--- src/rtl/frontend_redirect_recv_pkg.sv ---
// Shared types for the frontend redirect receiver: FSM states, branch-update FIFO entry and
// the ROB-index age compare (the same rule the backend uses, so both sides agree on "older").
// Widths here are the defaults the top module's width parameters assume.
package frontend_redirect_recv_pkg;

    localparam int RR_VADDR_W = 39;
    localparam int RR_FSQ_W   = 5;
    localparam int RR_ROB_W   = 6;

    typedef enum logic [1:0] {
        IDLE    = 2'd0,
        FLUSH   = 2'd1,
        RESTART = 2'd2
    } RedirectRecvState;

    typedef struct packed {
        logic                  taken;
        logic [1:0]            br_type;
        logic [1:0]            ras_type;
        logic [RR_VADDR_W-1:0] target;
        logic [RR_FSQ_W-1:0]   fsq_idx;
    } BranchUpdEntry;

    // robIdx = {dir, idx}. Same lap (dir equal): smaller idx is older. Different lap: the
    // entry with the larger idx was allocated on the previous lap, so it is older.
    // Equal indices are never "older".
    function automatic logic robidx_older(input logic [RR_ROB_W:0] a,
                                          input logic [RR_ROB_W:0] b);
        logic res;
        if (a[RR_ROB_W] != b[RR_ROB_W]) begin
            res = (a[RR_ROB_W-1:0] > b[RR_ROB_W-1:0]);
        end else begin
            res = (a[RR_ROB_W-1:0] < b[RR_ROB_W-1:0]);
        end
        return res;
    endfunction

endpackage

--- src/rtl/frontend_redirect_recv_upd_fifo.sv ---
// Purpose: small circular FIFO buffering branch-resolution updates toward the BPU.
// Latency: written entry visible at rdata_o the cycle after push (head is combinational read).
// Backpressure: caller must not push when full unless popping the same cycle.
// Ports: clk_i/rst_ni clock and async active-low reset; push_i/wdata_i write side;
//        pop_i/rdata_o read side; full_o/empty_o status from dir-bit extended pointers.
module redirect_upd_fifo #(
    parameter int DEPTH = 4,
    parameter int WIDTH = 8
) (
    input  logic             clk_i,
    input  logic             rst_ni,
    input  logic             push_i,
    input  logic [WIDTH-1:0] wdata_i,
    input  logic             pop_i,
    output logic [WIDTH-1:0] rdata_o,
    output logic             full_o,
    output logic             empty_o
);

    localparam int AW = (DEPTH > 1) ? $clog2(DEPTH) : 1;

    logic [AW:0]      wr_ptr_q, wr_ptr_d;
    logic [AW:0]      rd_ptr_q, rd_ptr_d;
    logic [WIDTH-1:0] mem_q [DEPTH];

    assign empty_o = (wr_ptr_q == rd_ptr_q);
    assign full_o  = (wr_ptr_q[AW] != rd_ptr_q[AW]) &&
                     (wr_ptr_q[AW-1:0] == rd_ptr_q[AW-1:0]);
    assign rdata_o = mem_q[rd_ptr_q[AW-1:0]];

    always_comb begin
        wr_ptr_d = wr_ptr_q;
        rd_ptr_d = rd_ptr_q;
        if (push_i) wr_ptr_d = wr_ptr_q + 1'b1;
        if (pop_i)  rd_ptr_d = rd_ptr_q + 1'b1;
    end

    always_ff @(posedge clk_i or negedge rst_ni) begin
        if (!rst_ni) begin
            wr_ptr_q <= '0;
            rd_ptr_q <= '0;
        end else begin
            wr_ptr_q <= wr_ptr_d;
            rd_ptr_q <= rd_ptr_d;
        end
    end

    // Storage needs no reset: nothing reads it until a push has written it.
    always_ff @(posedge clk_i) begin
        if (push_i) mem_q[wr_ptr_q[AW-1:0]] <= wdata_i;
    end

endmodule

--- src/rtl/frontend_redirect_recv.sv ---
// Purpose: latch backend redirects, sequence flush -> FSQ restore -> BPU restart; buffer branch updates.
// Latency: rd_en at T gives fe_flush T+1..T+FLUSH_CYCLES, restore pulse at T+FLUSH_CYCLES, restart from T+FLUSH_CYCLES+1.
// Backpressure: restart held until bpu_rs_ready; updates valid/ready, dropped (upd_drop) when FIFO full.
// Ports: rd_* redirect in; br_*/ras_type_i resolution info in; fe_flush_o, fsq_restore_*_o,
//        bpu_rs_* restart handshake; upd_* branch-update stream; busy_o while recovering.
// Optional: REDIRECT_RECV_PERF_EN adds saturating perf_* counter outputs.
module frontend_redirect_recv
    import frontend_redirect_recv_pkg::*;
#(
    parameter int FLUSH_CYCLES = 2,
    parameter int UPD_DEPTH    = 4,
    parameter int VADDR_W      = RR_VADDR_W,
    parameter int FSQ_W        = RR_FSQ_W,
    parameter int ROB_W        = RR_ROB_W
) (
    input  logic               clk_i,
    input  logic               rst_ni,
    input  logic               rd_en_i,
    input  logic               rd_csr_i,
    input  logic [ROB_W:0]     rd_rob_idx_i,
    input  logic [FSQ_W-1:0]   rd_fsq_idx_i,
    input  logic [VADDR_W-1:0] rd_target_i,
    input  logic               br_en_i,
    input  logic               br_taken_i,
    input  logic [1:0]         br_type_i,
    input  logic [1:0]         ras_type_i,
    input  logic [VADDR_W-1:0] br_target_i,
    output logic               fe_flush_o,
    output logic               fsq_restore_en_o,
    output logic [FSQ_W-1:0]   fsq_restore_idx_o,
    output logic               bpu_rs_valid_o,
    input  logic               bpu_rs_ready_i,
    output logic [VADDR_W-1:0] bpu_rs_pc_o,
    output logic               upd_valid_o,
    input  logic               upd_ready_i,
    output BranchUpdEntry      upd_data_o,
    output logic               upd_drop_o,
`ifdef REDIRECT_RECV_PERF_EN
    output logic [31:0]        perf_redirects_o,
    output logic [31:0]        perf_ignored_o,
    output logic [31:0]        perf_drops_o,
    output logic [31:0]        perf_flush_cycles_o,
`endif
    output logic               busy_o
);

    localparam int CNT_W = $clog2(FLUSH_CYCLES + 1);
    localparam logic [CNT_W-1:0] FLUSH_LOAD = CNT_W'(FLUSH_CYCLES - 1);

    RedirectRecvState   state_q, state_d;
    logic [CNT_W-1:0]   cnt_q, cnt_d;
    logic [ROB_W:0]     rob_q;
    logic [FSQ_W-1:0]   fsq_q;
    logic [VADDR_W-1:0] pc_q;
    logic               accept;

    // In IDLE any redirect is taken; while recovering only a CSR redirect or an older
    // instruction may override the one in flight.
    assign accept = rd_en_i &&
                    ((state_q == IDLE) || rd_csr_i || robidx_older(rd_rob_idx_i, rob_q));

    always_ff @(posedge clk_i or negedge rst_ni) begin
        if (!rst_ni) begin
            state_q <= IDLE;
            cnt_q   <= '0;
        end else begin
            state_q <= state_d;
            cnt_q   <= cnt_d;
        end
    end

    // A newly accepted redirect takes priority over everything, including a restart
    // handshake completing in the same cycle.
    always_comb begin
        state_d = state_q;
        cnt_d   = cnt_q;
        if (accept) begin
            state_d = FLUSH;
            cnt_d   = FLUSH_LOAD;
        end else begin
            unique case (state_q)
                FLUSH: begin
                    if (cnt_q == '0) state_d = RESTART;
                    else             cnt_d   = cnt_q - 1'b1;
                end
                RESTART: begin
                    if (bpu_rs_ready_i) state_d = IDLE;
                end
                default: ;
            endcase
        end
    end

    always_comb begin
        fe_flush_o       = 1'b0;
        fsq_restore_en_o = 1'b0;
        bpu_rs_valid_o   = 1'b0;
        unique case (state_q)
            FLUSH: begin
                fe_flush_o       = 1'b1;
                fsq_restore_en_o = (cnt_q == '0);
            end
            RESTART: bpu_rs_valid_o = 1'b1;
            default: ;
        endcase
    end

    assign busy_o            = (state_q != IDLE);
    assign fsq_restore_idx_o = fsq_q;
    assign bpu_rs_pc_o       = pc_q;

    always_ff @(posedge clk_i or negedge rst_ni) begin
        if (!rst_ni) begin
            rob_q <= '0;
            fsq_q <= '0;
            pc_q  <= '0;
        end else if (accept) begin
            rob_q <= rd_rob_idx_i;
            fsq_q <= rd_fsq_idx_i;
            pc_q  <= rd_target_i;
        end
    end

    // ---- branch-update buffer ----
    BranchUpdEntry fifo_wdata;
    logic [$bits(BranchUpdEntry)-1:0] fifo_rdata;
    logic fifo_full, fifo_empty, fifo_push, fifo_pop, push_req;

    // CSR/exception redirects carry no meaningful branch resolution.
    assign push_req  = br_en_i && !rd_csr_i;
    assign fifo_pop  = !fifo_empty && upd_ready_i;
    // A full FIFO still accepts when its head leaves in the same cycle.
    assign fifo_push = push_req && (!fifo_full || fifo_pop);
    assign upd_drop_o = push_req && fifo_full && !fifo_pop;

    always_comb begin
        fifo_wdata          = '0;
        fifo_wdata.taken    = br_taken_i;
        fifo_wdata.br_type  = br_type_i;
        fifo_wdata.ras_type = ras_type_i;
        fifo_wdata.target   = br_target_i;
        fifo_wdata.fsq_idx  = rd_fsq_idx_i;
    end

    redirect_upd_fifo #(
        .DEPTH (UPD_DEPTH),
        .WIDTH ($bits(BranchUpdEntry))
    ) u_upd_fifo (
        .clk_i   (clk_i),
        .rst_ni  (rst_ni),
        .push_i  (fifo_push),
        .wdata_i (fifo_wdata),
        .pop_i   (fifo_pop),
        .rdata_o (fifo_rdata),
        .full_o  (fifo_full),
        .empty_o (fifo_empty)
    );

    assign upd_valid_o = !fifo_empty;
    // Mask the uninitialised storage so the port reads zero whenever nothing is queued.
    assign upd_data_o  = fifo_empty ? '0 : BranchUpdEntry'(fifo_rdata);

`ifdef REDIRECT_RECV_PERF_EN
    always_ff @(posedge clk_i or negedge rst_ni) begin
        if (!rst_ni) begin
            perf_redirects_o    <= '0;
            perf_ignored_o      <= '0;
            perf_drops_o        <= '0;
            perf_flush_cycles_o <= '0;
        end else begin
            if (accept && perf_redirects_o != '1)
                perf_redirects_o <= perf_redirects_o + 1'b1;
            if (rd_en_i && !accept && perf_ignored_o != '1)
                perf_ignored_o <= perf_ignored_o + 1'b1;
            if (upd_drop_o && perf_drops_o != '1)
                perf_drops_o <= perf_drops_o + 1'b1;
            if (fe_flush_o && perf_flush_cycles_o != '1)
                perf_flush_cycles_o <= perf_flush_cycles_o + 1'b1;
        end
    end
`endif

endmodule

--- config.mk ---
export PLATFORM = sky130hd
export DESIGN_NAME = frontend_redirect_recv
export DESIGN_NICKNAME = d
export VERILOG_FILES = /design/src/rtl/frontend_redirect_recv_pkg.sv /design/src/rtl/frontend_redirect_recv_upd_fifo.sv /design/src/rtl/frontend_redirect_recv.sv
export SDC_FILE = /design/constraint.sdc
export NUM_CORES = 1
export LEC_CHECK = 0
export ABC_AREA = 1
export BUFFER_PORTS_ARGS = -buffer_cell sky130_fd_sc_hd__buf_2
export CORE_MARGIN = 10
export CORE_UTILIZATION = 52
export CTS_BUF_LIST = sky130_fd_sc_hd__clkbuf_8
export CTS_CLUSTER_DIAMETER = 120
export DETAILED_ROUTE_END_ITERATION = 12
export PLACE_DENSITY = 0.79
export SYNTH_ARGS = -nofsm -noshare
export SYNTH_HDL_FRONTEND = slang
export SYNTH_SLANG_ARGS = --single-unit
--- constraint.sdc ---
create_clock -name clk_i -period 3.5 [get_ports clk_i]
set_input_delay 0.175 -clock clk_i [delete_from_list [all_inputs] [get_ports clk_i]]
set_output_delay 0.175 -clock clk_i [all_outputs]
set_load 0.05 [all_outputs]
* Word-level counts from Yosys, hierarchy flattened
Memories as Yosys holds them, arrays and structs flattened. Index checks and enable logic that the tools add are counted.
Cells by class: magnitude comparators 2, mux-type cells 14, add/sub/neg operators 3, equality and inequality tests 9, reductions and logical operators 21
Operator list (number):
- 49-bit 2-to-1 mux | 1
- 2-bit 2-to-1 mux | 6
- 1-bit logical AND | 7
- 3-bit by 1-bit adder with 3-bit output (second input constant) | 2
- 6-bit > comparator | 1
- 6-bit less-than comparator | 1
- 1-bit 2-to-1 mux | 6
- 3-bit inequality test (second input constant) | 2
- 1-bit logical NOT | 4
- 2-bit logical NOT | 2
- 2-bit case mux with 2 select lines | 1
- 2-bit nonzero test | 2
- 3-bit == test | 1
- 1-bit logical OR | 3
- 3-bit AND reduction | 1
- 3-bit nonzero test | 1
- 2-bit by 1-bit == test with 1-bit output (second input constant) | 1
- 2-bit == test | 1
- 2-bit == test (second input constant) | 1
- 1-bit inequality test | 2
- 2-bit inequality test (second input constant) | 1
- 2-bit AND reduction | 1
- 2-bit by 1-bit subtractor with 2-bit output (second input constant) | 1
Storage, ports and cells: bits of input ports 102, flip-flop bits (word level) 61, bits in writable memories 196, word-level logic and storage cells 57, memories kept 1
Memories:
- u_upd_fifo.mem_q | words 4, width 49, rd ports 1, clocked after Yosys merged registers in 0, wr ports 1, line frontend_redirect_recv_upd_fifo.sv:24 | logic [WIDTH-1:0] mem_q [DEPTH];

* Longest topological paths before layout
word-level depth 7, depth in mapped cells 13, mapped depth without buffers 12

* Hierarchy
A second synthesis with hierarchy kept.
Second synthesis, totals: cell total of the unflattened synthesis 1013, area total of the unflattened synthesis 11131.9 um^2
By module, submodules not included:
- redirect_upd_fifo | instances 1, cells an instance 614, area each 8260.4 um^2, sequential area each 6035.8 um^2
- frontend_redirect_recv | instances 1, cells an instance 399, area each 2871.5 um^2, sequential area each 1376.3 um^2

* Least setup slack after synthesis
No wires, ideal clock.
path kind flip-flop to flip-flop, start point reg u_upd_fifo.rd_ptr_q[0], end point mem u_upd_fifo.mem_q[3][0] (netlist bit), enable pin, slack 47 ps, arrival 2996 ps, stages on the path, launching flop included 8, library setup time 457 ps, path through dfrtp_1 -> buf_4 -> clkinv_2 -> nand2_1 -> a21oi_1 -> nand2_1 -> nand2_2 -> nor2_1
Between the ends: longest elaborated chain between the ends 7, elaborated cells between the ends (all ways) 10
Ends and longest elaborated chain:
- from (decl) | line frontend_redirect_recv_upd_fifo.sv:23 | logic [AW:0] rd_ptr_q, rd_ptr_d;
- from (signal assigned) | line frontend_redirect_recv_upd_fifo.sv:44 | rd_ptr_q <= rd_ptr_d;
- 3-bit == test or 2-bit == test (tied branches) | line frontend_redirect_recv_upd_fifo.sv:26, frontend_redirect_recv_upd_fifo.sv:28
- 1-bit logical NOT or 1-bit logical AND (tied branches) | line frontend_redirect_recv.sv:131, frontend_redirect_recv_upd_fifo.sv:27
- 1-bit logical AND or 1-bit logical NOT (tied branches) | line frontend_redirect_recv.sv:131, frontend_redirect_recv.sv:133
- 1-bit logical OR * | line frontend_redirect_recv.sv:133 | assign fifo_push = push_req && (!fifo_full || fifo_pop);
- 1-bit logical AND * | line frontend_redirect_recv.sv:133
- 1-bit 2-to-1 mux * | line frontend_redirect_recv_upd_fifo.sv:50 | if (push_i) mem_q[wr_ptr_q[AW-1:0]] <= wdata_i;
- 1-bit 2-to-1 mux (not written as such) * | line frontend_redirect_recv_upd_fifo.sv:50
- to (decl) | line frontend_redirect_recv_upd_fifo.sv:24
Every way passes the cells marked *; elsewhere a longest branch is shown, timed or not.

==> flow_summary.json <==
{
  "num_io_pins": 201,
  "hold_path.class": "primary input to flop",
  "p_total_uw": 13000,
  "final_hold_viol_count": 0,
  "num_vias": 7890,
  "overflow": 0,
  "drv_cap": 0,
  "insertion_delay_ns": 0.53,
  "cts-root-buf": "clkbuf_8",
  "die_area_um2": 26300,
  "r2r_start": "rob_q[5]",
  "final_common_cell": "buf_2",
  "final_nets": 1331,
  "drive_gt1_frac": 0.222,
  "num_rows": 51,
  "ys_async_sr_fraction": 0.237,
  "start_util": 0.535,
  "syn_inst": 914,
  "viasPerCell": 5.21,
  "synth_fp_nets": 1028,
  "portBuffers": 200,
  "antenna_found_initial": 3,
  "grt_pass1_vias": 8246,
  "rsz0062_at_grt": "no",
  "h-tree-depth": 2,
  "hold_end": "u_upd_fifo.wr_ptr_q[0]",
  "die_width_um": 162,
  "fp.dieH_um": 162,
  "maxSlewViolCount": 0,
  "wirelength_um": 26400,
  "critPathRequiredTime_ns": 3.32,
  "post-cts-setup-buffers": 0,
  "max_freq_mhz": 340,
  "grt_use_total": 0.197,
  "yosysSeqAreaShare": 0.705,
  "avgSynthCellArea_um2": 11.5,
  "finalCriticalPeriod_ns": 2.94,
  "tightest_slew_ns": 0.919,
  "start_kind": "flop",
  "final-setup-viol-count": 0,
  "mostFrequentLayoutCells": "200 x buf_2, 196 x edfxtp_1, 181 x nand2_1",
  "cts_tree": "yes",
  "synth-edff-count": 196,
  "drt-initial-drc-count": 526,
  "end_kind": "output pin",
  "final.setup.tns_ns": 0,
  "rr_endpoint": "bpu_rs_pc_o[22]",
  "hpwl_um": 15100,
  "powerDensity_nw_per_um2": 961,
  "grt_max_degree": 100,
  "ant_nets": 0,
  "hold_ws_ns": 0.263,
  "yosys_warnings": 0,
  "synth_cell_types": 23,
  "cts.sinks": 257,
  "clk_pin_slew_worst_paths_ns": 0.06,
  "synth_area_um2": 10500,
  "synthFlopType": "edfxtp_1",
  "clk_path_buf_depth": 3,
  "status": "completed",
  "numCtsBuffers": 41,
  "hold_start": "rd_csr_i",
  "clock_skew_ns": 0.0178,
  "slew_headroom": 0.387,
  "drt_pass1_iterations": 8,
  "wl_per_cell_um": 17.4,
  "coreArea_um2": 19700,
  "gp_congestion": 0.758,
  "ff2ff_path_depth": 12,
  "grt_pass1_wl_um": 42200,
  "syn2layout_area_growth_pct": 28.8,
  "synth-seq-cells": 257,
  "drc": 0,
  "r2r_slack_ns": 0.89,
  "crit_fanout": 68,
  "holdPathStages": 4,
  "power_leakage_uw": 0.00594,
  "fin_crit_sh": 0.839,
  "cp.arrival_ns": 2.76,
  "worstSetupPathType": "flop to output pin",
  "ir_worst_vdd_v": 0.000626
}
## routing by layer
metal / share of wire / wire [µm] / track usage
met1: 0.41 / 10700 / 0.244
met2: 0.47 / 12300 / 0.312
met3: 0.10 / 2740 / 0.0756
met4: 0.022 / 581 / 0.0666
met5: 0 / 0 / 0
## per-stage QoR
stage	area (µm²)	instances	util	worst slack [ns]
4_1_cts	13500	1510	0.688	0.547
5_1_grt	13500	1513	0.689	0.359
2_1_floorplan	10500	914	-	0.0469
3_5_place_dp	11800	1341	0.598	1.04
3_3_place_gp	11800	1341	0.598	1.12
6_report	13500	1513	0.689	0.563
## cell usage after synthesis (2+ instances only)
master | number | area (µm²)
o32ai_1 | 49 | 429
a21oi_1 | 5 | 25.0
edfxtp_1 | 196 | 5890
xnor2_1 | 2 | 17.5
dfrtp_1 | 61 | 1530
o21ai_0 | 53 | 265
clkbuf_1 | 21 | 78.8
buf_2 | 20 | 100
inv_1 | 79 | 297
nand2_1 | 182 | 683
nand3_1 | 53 | 265
xor2_1 | 4 | 35.0
nor2_1 | 159 | 597
ha_1 | 12 | 150
buf_4 | 5 | 37.5
buf_1 | 2 | 7.51
buf_6 | 5 | 56.3
## cell families after synthesis
| family | share of synthesized area |
|---|---|
| buffers and inverters | 0.0554 |
| adders and majority gates | 0.0143 |
| DFF | 0.705 |
| AOI/OAI and AO/OA | 0.0685 |
| xor gates and xnor gates | 0.00500 |
| and+or+nand+nor | 0.151 |
## critical path: stages, from the launching register on
cell	delay [ns]
dfrtp_4	0.66
buf_4	0.61
nor2_1	0.13
o32ai_1	0.33
nand2_1	0.08
inv_1	0.10
buf_2	0.27
## power by group
part | total [µW] | switching (µW) | internal, µW
Sequential | 4160 | 329 | 3830
Clock | 2460 | 1090 | 1360
Combinational | 6390 | 4910 | 1480
## final cells by class
| class | count | area [µm²] |
|---|---|---|
| sequential | 257 | 7420 |
| fill | 1336 | 6120 |
| multi-input combinational | 524 | 2550 |
| timing repair buffer | 313 | 2130 |
| clock buffer | 47 | 647 |
| tap | 265 | 332 |
| inverter | 80 | 302 |
| clock inverter | 24 | 148 |
| antenna | 3 | 7.51 |
## how the worst max path moves through the flow
| stage | startpoint | end | depth (start not counted) |
|---|---|---|---|
| 2_1_floorplan | u_upd_fifo.rd_ptr_q[0] | u_upd_fifo.mem_q[3][0] | 7 |
| 3_3_place_gp | rob_q[5] | rob_q[5] | 12 |
| 3_5_place_dp | rob_q[5] | bpu_rs_pc_o[2] | 12 |
| 4_1_cts | u_upd_fifo.rd_ptr_q[0] | upd_data_o[42] | 6 |
| 5_1_grt | u_upd_fifo.rd_ptr_q[0] | upd_data_o[43] | 6 |
| 6_report | u_upd_fifo.rd_ptr_q[0] | upd_data_o[42] | 6 |
## timing repair
action / in CTS / in global routing
endpoints found under the hold margin: 288 / 0
hold buffers: 98 / 0
gates resized for setup: 0 / 0
## flip-flops by register name, indices dropped and copies added, names as in the netlist
name and count:
bpu_rs_pc_o 39, rob_q 7, u_upd_fifo.wr_ptr_q 3, u_upd_fifo.mem_q 196
u_upd_fifo.rd_ptr_q 3, state_q 2, cnt_q 2, fsq_restore_idx_o 5
Note: power is estimated with default switching activity, not from simulation.
